**src/rtl/ps2_release_display_sched_if.sv**
```systemverilog
// Handshake/bus bundle between the PS/2 byte receiver, the release scheduler and the 4-digit display.
interface ps2_release_display_sched_if;
  logic       valid_code;
  logic [7:0] scan_code_in;
  logic       clear;
  logic [7:0] code_to_display;
  logic [3:0] seg_en;
  logic       ext_to_display;
  logic [2:0] key_count;
  logic       proto_err;

  modport master (
    output valid_code, scan_code_in, clear,
    input  code_to_display, seg_en, ext_to_display, key_count, proto_err
  );

  modport slave (
    input  valid_code, scan_code_in, clear,
    output code_to_display, seg_en, ext_to_display, key_count, proto_err
  );
endinterface

```
**src/rtl/ps2_release_display_sched.sv**
```systemverilog
// PS/2 set-2 release decoder feeding a 4-deep newest-first history,
// time-multiplexed onto a shared 4-digit seven-segment display.
//
// state     | meaning
// IDLE      | no prefix pending
// BREAK     | F0 seen, next byte is a released key
// EXT       | E0 seen, waiting for F0 or extended make
// EXT_BREAK | E0 F0 seen, next byte is a released extended key
module ps2_release_display_sched #(
  parameter int REFRESH_DIV = 100000,
  parameter int CNT_W       = 17
) (
  input logic clk,
  input logic rst,
  ps2_release_display_sched_if.slave bus
);

  typedef enum logic [1:0] {IDLE, BREAK, EXT, EXT_BREAK} state_t;

  state_t           state;
  logic [7:0]       slot_code [4];
  logic [3:0]       slot_ext;
  logic [2:0]       count;
  logic [CNT_W-1:0] refresh_cnt;
  logic [1:0]       digit;
  logic [7:0]       code_r;
  logic [3:0]       seg_en_r;
  logic             ext_r;
  logic             err_r;

  logic [7:0] b;
  logic       err_byte;
  logic       prefix_byte;

  assign b           = bus.scan_code_in;
  assign err_byte    = (b == 8'h00) || (b == 8'hFF);
  assign prefix_byte = (b == 8'hE0) || (b == 8'hF0);

  always_ff @(posedge clk) begin
    if (rst) begin
      state       <= IDLE;
      for (int i = 0; i < 4; i++) slot_code[i] <= 8'h00;
      slot_ext    <= 4'b0000;
      count       <= 3'd0;
      refresh_cnt <= '0;
      digit       <= 2'd0;
      code_r      <= 8'h00;
      seg_en_r    <= 4'b1111;
      ext_r       <= 1'b0;
      err_r       <= 1'b0;
    end else begin
      // Scheduler runs regardless of clear/valid_code traffic.
      if (refresh_cnt == CNT_W'(REFRESH_DIV - 1)) begin
        refresh_cnt <= '0;
        digit       <= digit + 2'd1;
      end else begin
        refresh_cnt <= refresh_cnt + 1'b1;
      end

      seg_en_r <= ({1'b0, digit} < count) ? ~(4'b0001 << digit) : 4'b1111;
      code_r   <= slot_code[digit];
      ext_r    <= slot_ext[digit];
      err_r    <= 1'b0;

      if (bus.clear) begin
        state <= IDLE;
        for (int i = 0; i < 4; i++) slot_code[i] <= 8'h00;
        slot_ext <= 4'b0000;
        count    <= 3'd0;
      end else if (bus.valid_code) begin
        if (err_byte) begin
          state <= IDLE;
          err_r <= 1'b1;
        end else begin
          case (state)
            IDLE: begin
              if (b == 8'hF0)      state <= BREAK;
              else if (b == 8'hE0) state <= EXT;
            end
            EXT: begin
              if (b == 8'hF0)      state <= EXT_BREAK;
              else if (b != 8'hE0) state <= IDLE;
            end
            BREAK, EXT_BREAK: begin
              state <= IDLE;
              if (prefix_byte) begin
                err_r <= 1'b1;
              end else begin
                for (int i = 3; i > 0; i--) slot_code[i] <= slot_code[i-1];
                slot_code[0] <= b;
                slot_ext     <= {slot_ext[2:0], state == EXT_BREAK};
                if (count != 3'd4) count <= count + 3'd1;
              end
            end
            default: state <= IDLE;
          endcase
        end
      end
    end
  end

  assign bus.code_to_display = code_r;
  assign bus.seg_en          = seg_en_r;
  assign bus.ext_to_display  = ext_r;
  assign bus.key_count       = count;
  assign bus.proto_err       = err_r;

endmodule

```
**src/flat_wrapper.sv**
```systemverilog
// flat-port wrapper written by rule: the top's interface ports become plain ports
module ps2_release_display_sched_flat 
#(
  parameter int REFRESH_DIV = 100000,
  parameter int CNT_W       = 17
)
  (clk, rst, bus_valid_code, bus_scan_code_in, bus_clear, bus_code_to_display, bus_seg_en, bus_ext_to_display, bus_key_count, bus_proto_err);
  ps2_release_display_sched_if bus_i ();
  input logic clk;
  input logic rst;
  input wire logic [$bits(bus_i.valid_code)-1:0] bus_valid_code;
  input wire logic [$bits(bus_i.scan_code_in)-1:0] bus_scan_code_in;
  input wire logic [$bits(bus_i.clear)-1:0] bus_clear;
  output wire logic [$bits(bus_i.code_to_display)-1:0] bus_code_to_display;
  output wire logic [$bits(bus_i.seg_en)-1:0] bus_seg_en;
  output wire logic [$bits(bus_i.ext_to_display)-1:0] bus_ext_to_display;
  output wire logic [$bits(bus_i.key_count)-1:0] bus_key_count;
  output wire logic [$bits(bus_i.proto_err)-1:0] bus_proto_err;
  assign bus_i.valid_code = bus_valid_code;
  assign bus_i.scan_code_in = bus_scan_code_in;
  assign bus_i.clear = bus_clear;
  assign bus_code_to_display = bus_i.code_to_display;
  assign bus_seg_en = bus_i.seg_en;
  assign bus_ext_to_display = bus_i.ext_to_display;
  assign bus_key_count = bus_i.key_count;
  assign bus_proto_err = bus_i.proto_err;
  ps2_release_display_sched #(.REFRESH_DIV(REFRESH_DIV), .CNT_W(CNT_W)) u_core (.clk(clk), .rst(rst), .bus(bus_i));
endmodule
```
**config.mk**
```make
export PLATFORM = sky130hd
export DESIGN_NAME = ps2_release_display_sched_flat
export DESIGN_NICKNAME = d
export VERILOG_FILES = /design/src/rtl/ps2_release_display_sched_if.sv /design/src/rtl/ps2_release_display_sched.sv /design/src/flat_wrapper.sv
export SDC_FILE = /design/constraint.sdc
export NUM_CORES = 1
export LEC_CHECK = 0
export CORE_MARGIN = 1.5
export CORE_UTILIZATION = 50
export DETAILED_ROUTE_END_ITERATION = 10
export PLACE_DENSITY_LB_ADDON = 0.08
export SYNTH_ARGS = -nofsm -noshare
export SYNTH_HDL_FRONTEND = slang
export SYNTH_SLANG_ARGS = --single-unit
export TNS_END_PERCENT = 50
```
**constraint.sdc**
```tcl
create_clock -name clk -period 7.2 [get_ports clk]
set_input_delay 1.08 -clock clk [delete_from_list [all_inputs] [get_ports clk]]
set_output_delay 1.08 -clock clk [all_outputs]
set_load 0.02 [all_outputs]
```
==> reports/results.ini <==
[yosys]
netlist_area_um2 = 3350
avgSynthCellArea_um2 = 11.0
ys.flop_type = dfxtp_1
syn_nets = 324
ys_warn_count = 0
synth_cell_type_count = 48
synth_seq_cells = 74
synth_edf_count = 24
ys_seq_area_share_pct = 51.4
asyncSetResetFlopFracSynth_pct = 0
netlist_instances = 304

[floorplan]
num_rows = 29
die_h_um = 84.8
start_util_pct = 52.1
ios = 29
dieArea_um2 = 7200
fp.dieW_um = 84.8
core_region_area_um2 = 6420

[placement]
dp_hpwl_um = 4450
preCtsSetupSlack_ns = 3.52
portBuffers = 28
gp_congestion = 0.809
dp.cells = 393

[clocking]
clockBufferDepth = 2
cts_resized = 0
cts.sinks = 74
clk_pin_slew_ns = 0.08
numCtsBuffers = 9
cts-root-buf = clkbuf_8
post-cts-setup-buffers = 0
clock_latency_ns = 0.35
holdBufCountCts = 0
cts_max_level = 3
cts_tree = yes

[routing]
vias_per_cell = 5.79
vias = 2367
drc = 2
drtAntennaViolNets = 0
drt_iter0_markers = 159
first_pass_iters = 7
wl_per_cell_um = 16.1
wl_um = 6570

[sta]
worst_pin_slew_ns = 1.12
finalCriticalPeriod_ns = 3.29
max_clock_freq_mhz = 304
finalCritPeriodShare_pct = 45.7
rsz0062_at_grt = no
relSlewSlack_pct = 25.0
worst_slack_ns = 3.91
hold_viol_final = 0
finalClockSkew_ns = 0.00874
setup_viol = 0
tns_ns = 0
timing.final.max_slew_violations = 0

[setup_path]
worstPathRequired_ns = 7.41
start_kind = input port
end_kind = flop
critical_path_peak_fanout = 24
worstPathArrival_ns = 3.50
worst-setup-path-type = in -> reg

[layout]
drive_gt1_share_pct = 11.4
area_delta_synth_final_pct = 14.5
final_nets = 347
instances_no_fill = 409
final_util_pct = 59.7
diodes = 0

[grt]
grt_max_degree = 25
track_usage_pct = 20.3
grt_remaining_overflow = 0
antenna_found_initial = 0
grt_pass1_vias = 2334
grt_pass1_wl_um = 11300

[outcome]
violations = DRC
status = finished with violations

[power]
power.total_w = 0.000793
p_per_area_nw_per_um2 = 207
peakVddDrop_mv = 0.108
leakagePower_nw = 1.29

[min_path]
hold_path.class = reg -> reg

[run]
maxCapViolations = 0

==> layout make-up <==
type                       count  area [um^2]
fill                         571         2590
sequential                    74         1720
multi-input combinational    205         1500
timing repair buffer          30          295
clock buffer                   9          124
tap                           77         96.3
clock inverter                 7         67.6
inverter                       7         26.3
==> power breakdown <==
group	internal, W	switching [W]	leakage (nW)
clock network	0.000160	0.000159	0.101
registers	0.000438	0.00000510	0.672
logic	0.0000146	0.0000176	0.512
==> metal layers <==
metal	track usage, %	routed length (um)
met2	32.5	3210
met4	7.45	85
met5	0	0
met1	26.8	2990
met3	5.06	289
==> kinds of logic (layout without fill, tap and decap cells) <==
group	after synthesis	after routing	synth area share [%]
XOR/XNOR	12	12	3.14
multiplexers	10	10	6.35
AND/OR/NAND/NOR	124	124	22.2
AO/OA/AOI/OAI	51	51	10.0
buffers and inverters	25	53	3.89
flip-flops	74	74	51.4
adder cells (fa/ha/maj)	8	8	2.99
==> final timing paths <==
| kind | slack [ns] | endpoint | cells past startpoint | start |
|---|---|---|---|---|
| setup / recovery | 3.91 | u_core.slot_code[3][3]$_SDFFCE_PP0P_ | 5 | rst |
| hold / removal | 0.47 | u_core.slot_ext[3]$_SDFFE_PP0P_ | 2 | u_core.slot_ext[3]$_SDFFE_PP0P_ |
| setup reg to reg | 4.96 | u_core.slot_code[0][7]$_SDFFCE_PN0P_ | 3 | u_core.state[0]$_SDFFE_PP0P_ |
| hold reg to reg | 0.47 | u_core.slot_ext[3]$_SDFFE_PP0P_ | 2 | u_core.slot_ext[3]$_SDFFE_PP0P_ |
==> critical path, cell delays in order <==
cell and delay (ns):
clkdlybuf4s50_1 0.73, nor2_1 0.43, nand3_1 0.15, nor3_2 0.85
and2_1 0.24
==> Yosys cell counts (9+ instances only) <==
library cell | n | area share [%]
a21oi_1 | 23 | 3.4
and2_1 | 25 | 4.7
clkbuf_1 | 9 | 1.0
dfxtp_1 | 50 | 30
edfxtp_1 | 24 | 22
mux4_2 | 9 | 6.1
nand2_1 | 13 | 1.5
nand3_1 | 9 | 1.3
nand4_1 | 19 | 3.5
nor2_1 | 16 | 1.8
nor2b_1 | 9 | 1.7
o31ai_1 | 17 | 3.8
==> stage by stage <==
stage,cell area (um^2),hold slack (ns)
after detailed placement,3640,0.466
after floorplan,3350,0.437
after global placement,3640,0.456
final,3830,0.473
after CTS,3830,0.470
after global routing,3830,0.498
==> flip-flops by register name, indices dropped and copies added, names as in the netlist <==
| signal | count |
|---|---|
| u_core.bus.code_to_display | 8 |
| u_core.bus.ext_to_display | 1 |
| u_core.bus.key_count | 3 |
| u_core.bus.proto_err | 1 |
| u_core.bus.seg_en | 4 |
| u_core.digit | 2 |
| u_core.refresh_cnt | 17 |
| u_core.slot_code | 32 |
| u_core.slot_ext | 4 |
| u_core.state | 2 |
==> layout by cell type (no fill, tap or decap), types with 13 or more instances in the layout <==
cell type / n
nand2_1: 13
edfxtp_1: 24
nor2_1: 16
a21oi_1: 23
nand4_1: 19
clkdlybuf4s50_1: 28
dfxtp_1: 50
o31ai_1: 16
and2_1: 25
(Power assumes the default switching activity.)
